==> config.mk <==
export PLATFORM = sky130hd
export DESIGN_NAME = mem_responder
export DESIGN_NICKNAME = d
export VERILOG_FILES = /design/src/rtl/mem_pkg.sv /design/src/rtl/mem_array.sv /design/src/rtl/mem_responder.sv
export SDC_FILE = /design/constraint.sdc
export NUM_CORES = 2
export LEC_CHECK = 0
export CAP_MARGIN = 20
export CORE_ASPECT_RATIO = 0.9
export CORE_MARGIN = 2
export CORE_UTILIZATION = 35
export DETAILED_ROUTE_END_ITERATION = 6
export PLACE_DENSITY = 0.49
export SYNTH_ARGS = -nofsm -noshare
export SYNTH_HDL_FRONTEND = slang
export SYNTH_HIERARCHICAL = 1
export SYNTH_SLANG_ARGS = --single-unit
==> constraint.sdc <==
create_clock -name clk -period 4.4 [get_ports clk]
set_input_delay 0.88 -clock clk [delete_from_list [all_inputs] [get_ports clk]]
set_output_delay 0.88 -clock clk [all_outputs]
set_load 0.01 [all_outputs]
==> src/rtl/mem_pkg.sv <==
// Shared defaults and FSM state encoding for the memory responder.
package mem_pkg;

  localparam int AW_DEF   = 8;
  localparam int DW_DEF   = 16;
  localparam int WAIT_DEF = 2;

  typedef enum logic [1:0] {
    IDLE = 2'd0,
    BUSY = 2'd1,
    DONE = 2'd2
  } state_e;

endpackage

==> src/rtl/mem_array.sv <==
// 2^AW x DW storage: synchronous write, combinational read, no reset.
module mem_array #(
  parameter int AW = 8,
  parameter int DW = 16
) (
  input  logic          clk,
  input  logic          we_i,
  input  logic [AW-1:0] waddr_i,
  input  logic [DW-1:0] wdata_i,
  input  logic [AW-1:0] raddr_i,
  output logic [DW-1:0] rdata_o
);

  logic [DW-1:0] mem [2**AW];

  // Write port; contents deliberately survive reset.
  always_ff @(posedge clk) begin
    if (we_i) mem[waddr_i] <= wdata_i;
  end

  assign rdata_o = mem[raddr_i];

endmodule

==> src/rtl/mem_responder.sv <==
// Fixed-latency memory responder: accepts one read or write in IDLE,
// waits WAIT cycles in BUSY, completes in a single DONE cycle.
module mem_responder
  import mem_pkg::*;
#(
  parameter int AW   = AW_DEF,
  parameter int DW   = DW_DEF,
  parameter int WAIT = WAIT_DEF
) (
  input  logic          clk,
  input  logic          rst,
  input  logic          memread,
  input  logic          memwrite,
  input  logic [AW-1:0] addr,
  input  logic [DW-1:0] wdata,
  output logic [DW-1:0] rdata,
  output logic          ready,
  output logic          busy,
  output logic          err
);

  localparam logic [3:0] CNT_LOAD = 4'(WAIT - 1);

  state_e        state_q, state_d;
  logic [3:0]    cnt_q, cnt_d;
  logic          wr_q, wr_d;
  logic [AW-1:0] addr_q, addr_d;
  logic [DW-1:0] wdata_q, wdata_d;
  logic [DW-1:0] rdata_q, rdata_d;
  logic          err_q, err_d;
  logic          mem_we;
  logic [DW-1:0] mem_rdata;

  // Storage is always addressed by the latched address, so request
  // inputs changing after accept cannot disturb the access.
  mem_array #(.AW(AW), .DW(DW)) u_mem (
    .clk     (clk),
    .we_i    (mem_we),
    .waddr_i (addr_q),
    .wdata_i (wdata_q),
    .raddr_i (addr_q),
    .rdata_o (mem_rdata)
  );

  // Next-state, request latching and the BUSY->DONE commit point.
  always_comb begin
    state_d = state_q;
    cnt_d   = cnt_q;
    wr_d    = wr_q;
    addr_d  = addr_q;
    wdata_d = wdata_q;
    rdata_d = rdata_q;
    err_d   = 1'b0;
    mem_we  = 1'b0;
    case (state_q)
      IDLE: begin
        if (memread ^ memwrite) begin
          wr_d    = memwrite;
          addr_d  = addr;
          wdata_d = wdata;
          cnt_d   = CNT_LOAD;
          state_d = BUSY;
        end else if (memread && memwrite) begin
          err_d = 1'b1;
        end
      end
      BUSY: begin
        if (cnt_q == 4'd0) begin
          state_d = DONE;
          if (wr_q) mem_we  = 1'b1;
          else      rdata_d = mem_rdata;
        end else begin
          cnt_d = cnt_q - 4'd1;
        end
      end
      DONE:    state_d = IDLE;
      default: state_d = IDLE;
    endcase
  end

  // State and output registers; reset aborts any access in flight.
  always_ff @(posedge clk or negedge rst) begin
    if (!rst) begin
      state_q <= IDLE;
      cnt_q   <= '0;
      wr_q    <= 1'b0;
      addr_q  <= '0;
      wdata_q <= '0;
      rdata_q <= '0;
      err_q   <= 1'b0;
    end else begin
      state_q <= state_d;
      cnt_q   <= cnt_d;
      wr_q    <= wr_d;
      addr_q  <= addr_d;
      wdata_q <= wdata_d;
      rdata_q <= rdata_d;
      err_q   <= err_d;
    end
  end

  assign rdata = rdata_q;
  assign ready = (state_q == DONE);
  assign busy  = (state_q != IDLE);
  assign err   = err_q;

endmodule

==> impl_metrics.py <==
metrics = {
    "hold_path": {
        "hp-class": "in -> reg",
    },
    "timing": {
        "worstMarginPinSlew_ns": 1.18,
        "hold_viol_final": 0,
        "final.min_clock_period_ns": 4.28,
        "grt_setup_unrepaired": "no",
        "fmax_mhz": 234,
        "slew_violations": 0,
        "relSlewSlack": 0.213,
        "final.setup.tns_ns": 0,
        "final.setup.worst_slack_ns": 0.121,
        "fin_worst_skew_ns": 0.121,
        "setup_viol": 0,
        "fin_crit_sh": 0.973,
    },
    "cells_and_area": {
        "drive_above_1_share": 0.279,
        "stdcell_count": 14500,
        "final_cell_mix": "4096 x edfxtp_1, 797 x mux4_2, 566 x mux2i_1, 483 x buf_4, 432 x clkbuf_16",
        "layout_commonest_cell": "edfxtp_1",
        "layout.nets": 8138,
        "syn_to_final_growth_pct": 16.1,
    },
    "yosys": {
        "ys_warn_count": 6,
        "synth_seq_cells": 4144,
        "synthesis.nets": 7504,
        "async_reset_ff_frac": 0.0116,
        "post-synth-top-area-cell": "edfxtp_1",
        "synthFlopType": "edfxtp_1",
        "syn_area_mm2": 0.160,
        "synth_edf_count": 4096,
        "synth_top_area_share": 0.767,
        "syn_inst": 7473,
        "synthTopCellsByArea": "edfxtp_1 77%, mux4_2 11%, mux2i_1 3.5%",
        "ys_seq_area_frac": 0.774,
        "synth_cell_types": 61,
        "synth.avg_cell_area_um2": 21.5,
    },
    "grt": {
        "top_usage_layer": "met1",
        "grtUsageMet2": 0.297,
        "antenna_found_initial": 26,
        "overflow": 0,
        "grt_max_degree": 144,
        "grt.met1_usage": 0.303,
        "grt.total_usage": 0.200,
        "grt_pass1_vias": 79700,
        "grt_pass1_wl_um": 653000,
        "met3_usage": 0.0309,
    },
    "setup_path": {
        "crit_path_cell_trace": "nand2b_4, buf_12, buf_12, o221ai_1, a21oi_1, nor3_1, o32ai_2, nor4_1, mux2_2",
        "ff2ff_path_depth": 9,
        "endpoint": "rdata[11]$_DFFE_PN0P_",
        "r2r_slack_ns": 0.12,
        "startpoint": "addr_q[1]$_DFFE_PN0P_",
        "path_depth": 9,
        "max_stage_delay_ns": 0.85,
        "cp-start-kind": "flop",
        "crit_slowest_cell": "nor3_1",
        "crit_type": "reg -> reg",
        "worst_ep_arrival_time_ns": 5.16,
        "endpoint_kind": "flop",
        "crit_fanout": 32,
        "cp.buffers_inverters": 2,
        "cp.required_ns": 5.28,
        "timing.rr.end": "rdata[11]$_DFFE_PN0P_",
        "cp_common_cell": "buf_12",
        "timing.rr.start": "addr_q[1]$_DFFE_PN0P_",
        "crit_family": "simple AND/OR/NAND/NOR gates",
    },
    "cts": {
        "cts_buffers": 426,
        "cts.htree.levels": 5,
        "tritoncts": "done",
        "cts.path.max_buffers": 4,
        "clock-sinks": 4144,
        "clk_pin_slew_ns": 0.06,
        "clock-root-buffer": "clkbuf_16",
        "clk_latency_ns": 1.01,
    },
    "power": {
        "ir_drop_mv": 0.772,
        "total_power_mw": 128,
        "p_per_area_mw_per_mm2": 687,
        "p_leak_nw": 58.7,
    },
    "drt": {
        "drt_iter0_markers": 9945,
        "drt-pass1-iter-count": 6,
        "vias": 80900,
        "wirelength_um": 473000,
        "ant_nets": 0,
        "via_per_inst": 5.57,
        "drc": 0,
        "wire_per_inst_um": 32.6,
    },
    "die": {
        "row_count": 235,
        "die_h_um": 646,
        "die-area_mm2": 0.464,
        "initial_core_util": 0.352,
        "io_pins": 47,
        "die_width_um": 718,
        "coreArea_mm2": 0.456,
    },
    "placed_design": {
        "place_inst": 13700,
        "dpl_worst_slack_ns": -0.387,
        "gp_congestion": 0.856,
        "dp_hpwl_um": 289000,
        "io_buffers": 46,
    },
    "run": {
        "cap_violations": 0,
    },
    "outcome": {
        "status": "finished clean",
    },
}
## power breakdown
part / internal [mW] / switching [mW]
Combinational: 14.5 / 26.3
Clock: 20.0 / 15.4
Sequential: 49.7 / 2.08
## registers in the layout, indices dropped and copies added (netlist names)
register	count
addr_q	8
cnt_q	4
err	1
rdata	16
state_q	2
u_mem/mem	4096
wdata_q	16
wr_q	1
## area by class of cell
cell class | instances | area, um2
clock buffers | 539 | 11300
diodes | 10 | 25.0
clock inverters | 244 | 2280
inverters | 7 | 38.8
flip-flops and latches | 4144 | 124000
multi-input cells | 2865 | 34000
repair buffers | 663 | 6670
fillers | 40000 | 270000
well taps | 6043 | 7560
## timing repair
item                       4_1_cts  5_1_grt
hold endpoints to repair        23        0
setup endpoints to repair        4        0
hold buffers                     1        0
resized for setup                4        0
buffers inserted                 6        0
## worst min path at each step
stage	start	end	slack, ns	cells past startpoint
finish	wdata[5]	wdata_q[5]$_DFFE_PN0P_	0.48	2
detailed placement	rdata[4]$_DFFE_PN0P_	rdata[4]$_DFFE_PN0P_	0.51	1
floorplan	cnt_q[2]$_DFFE_PN0P_	cnt_q[2]$_DFFE_PN0P_	0.48	1
CTS	wdata[5]	wdata_q[5]$_DFFE_PN0P_	0.38	2
global placement	cnt_q[2]$_DFFE_PN0P_	cnt_q[2]$_DFFE_PN0P_	0.51	1
global route	wdata[5]	wdata_q[5]$_DFFE_PN0P_	0.42	2
## synthesized netlist by cell type, drive strengths merged, types with 43 or more instances
| cell | number |
|---|---|
| mux4 | 797 |
| o221ai | 253 |
| nand2 | 43 |
| nor2 | 307 |
| mux2 | 129 |
| mux2i | 566 |
| edfxtp | 4096 |
| a22oi | 43 |
| o22ai | 148 |
| dfrtp | 48 |
| nor3 | 93 |
| a21oi | 176 |
| clkbuf | 231 |
| buf | 226 |
## per-layer routing
metal  vias to the layer above  wire, um
li1                      33000         -
met1                     44300    215000
met2                      3048    210000
met3                       591     32900
met4                         6     15400
met5                         -        41
## per-stage QoR
step	instance area (um2)	util	hold slack [ns]
floorplan	160000	-	0.476
global placement	172000	0.377	0.510
detailed placement	172000	0.378	0.506
CTS	186000	0.408	0.381
global route	186000	0.409	0.418
finish	186000	0.409	0.482
## kinds of logic after synthesis
| logic type | after synthesis | share of synthesized area |
|---|---|---|
| AND/OR/NAND/NOR | 580 | 0.0165 |
| AO/OA/AOI/OAI | 790 | 0.0352 |
| flip-flops | 4144 | 0.774 |
| multiplexers | 1492 | 0.157 |
| adder cells (fa/ha/maj) | 3 | 0.000234 |
| buffers and inverters | 464 | 0.0171 |
(Power assumes the default switching activity.)
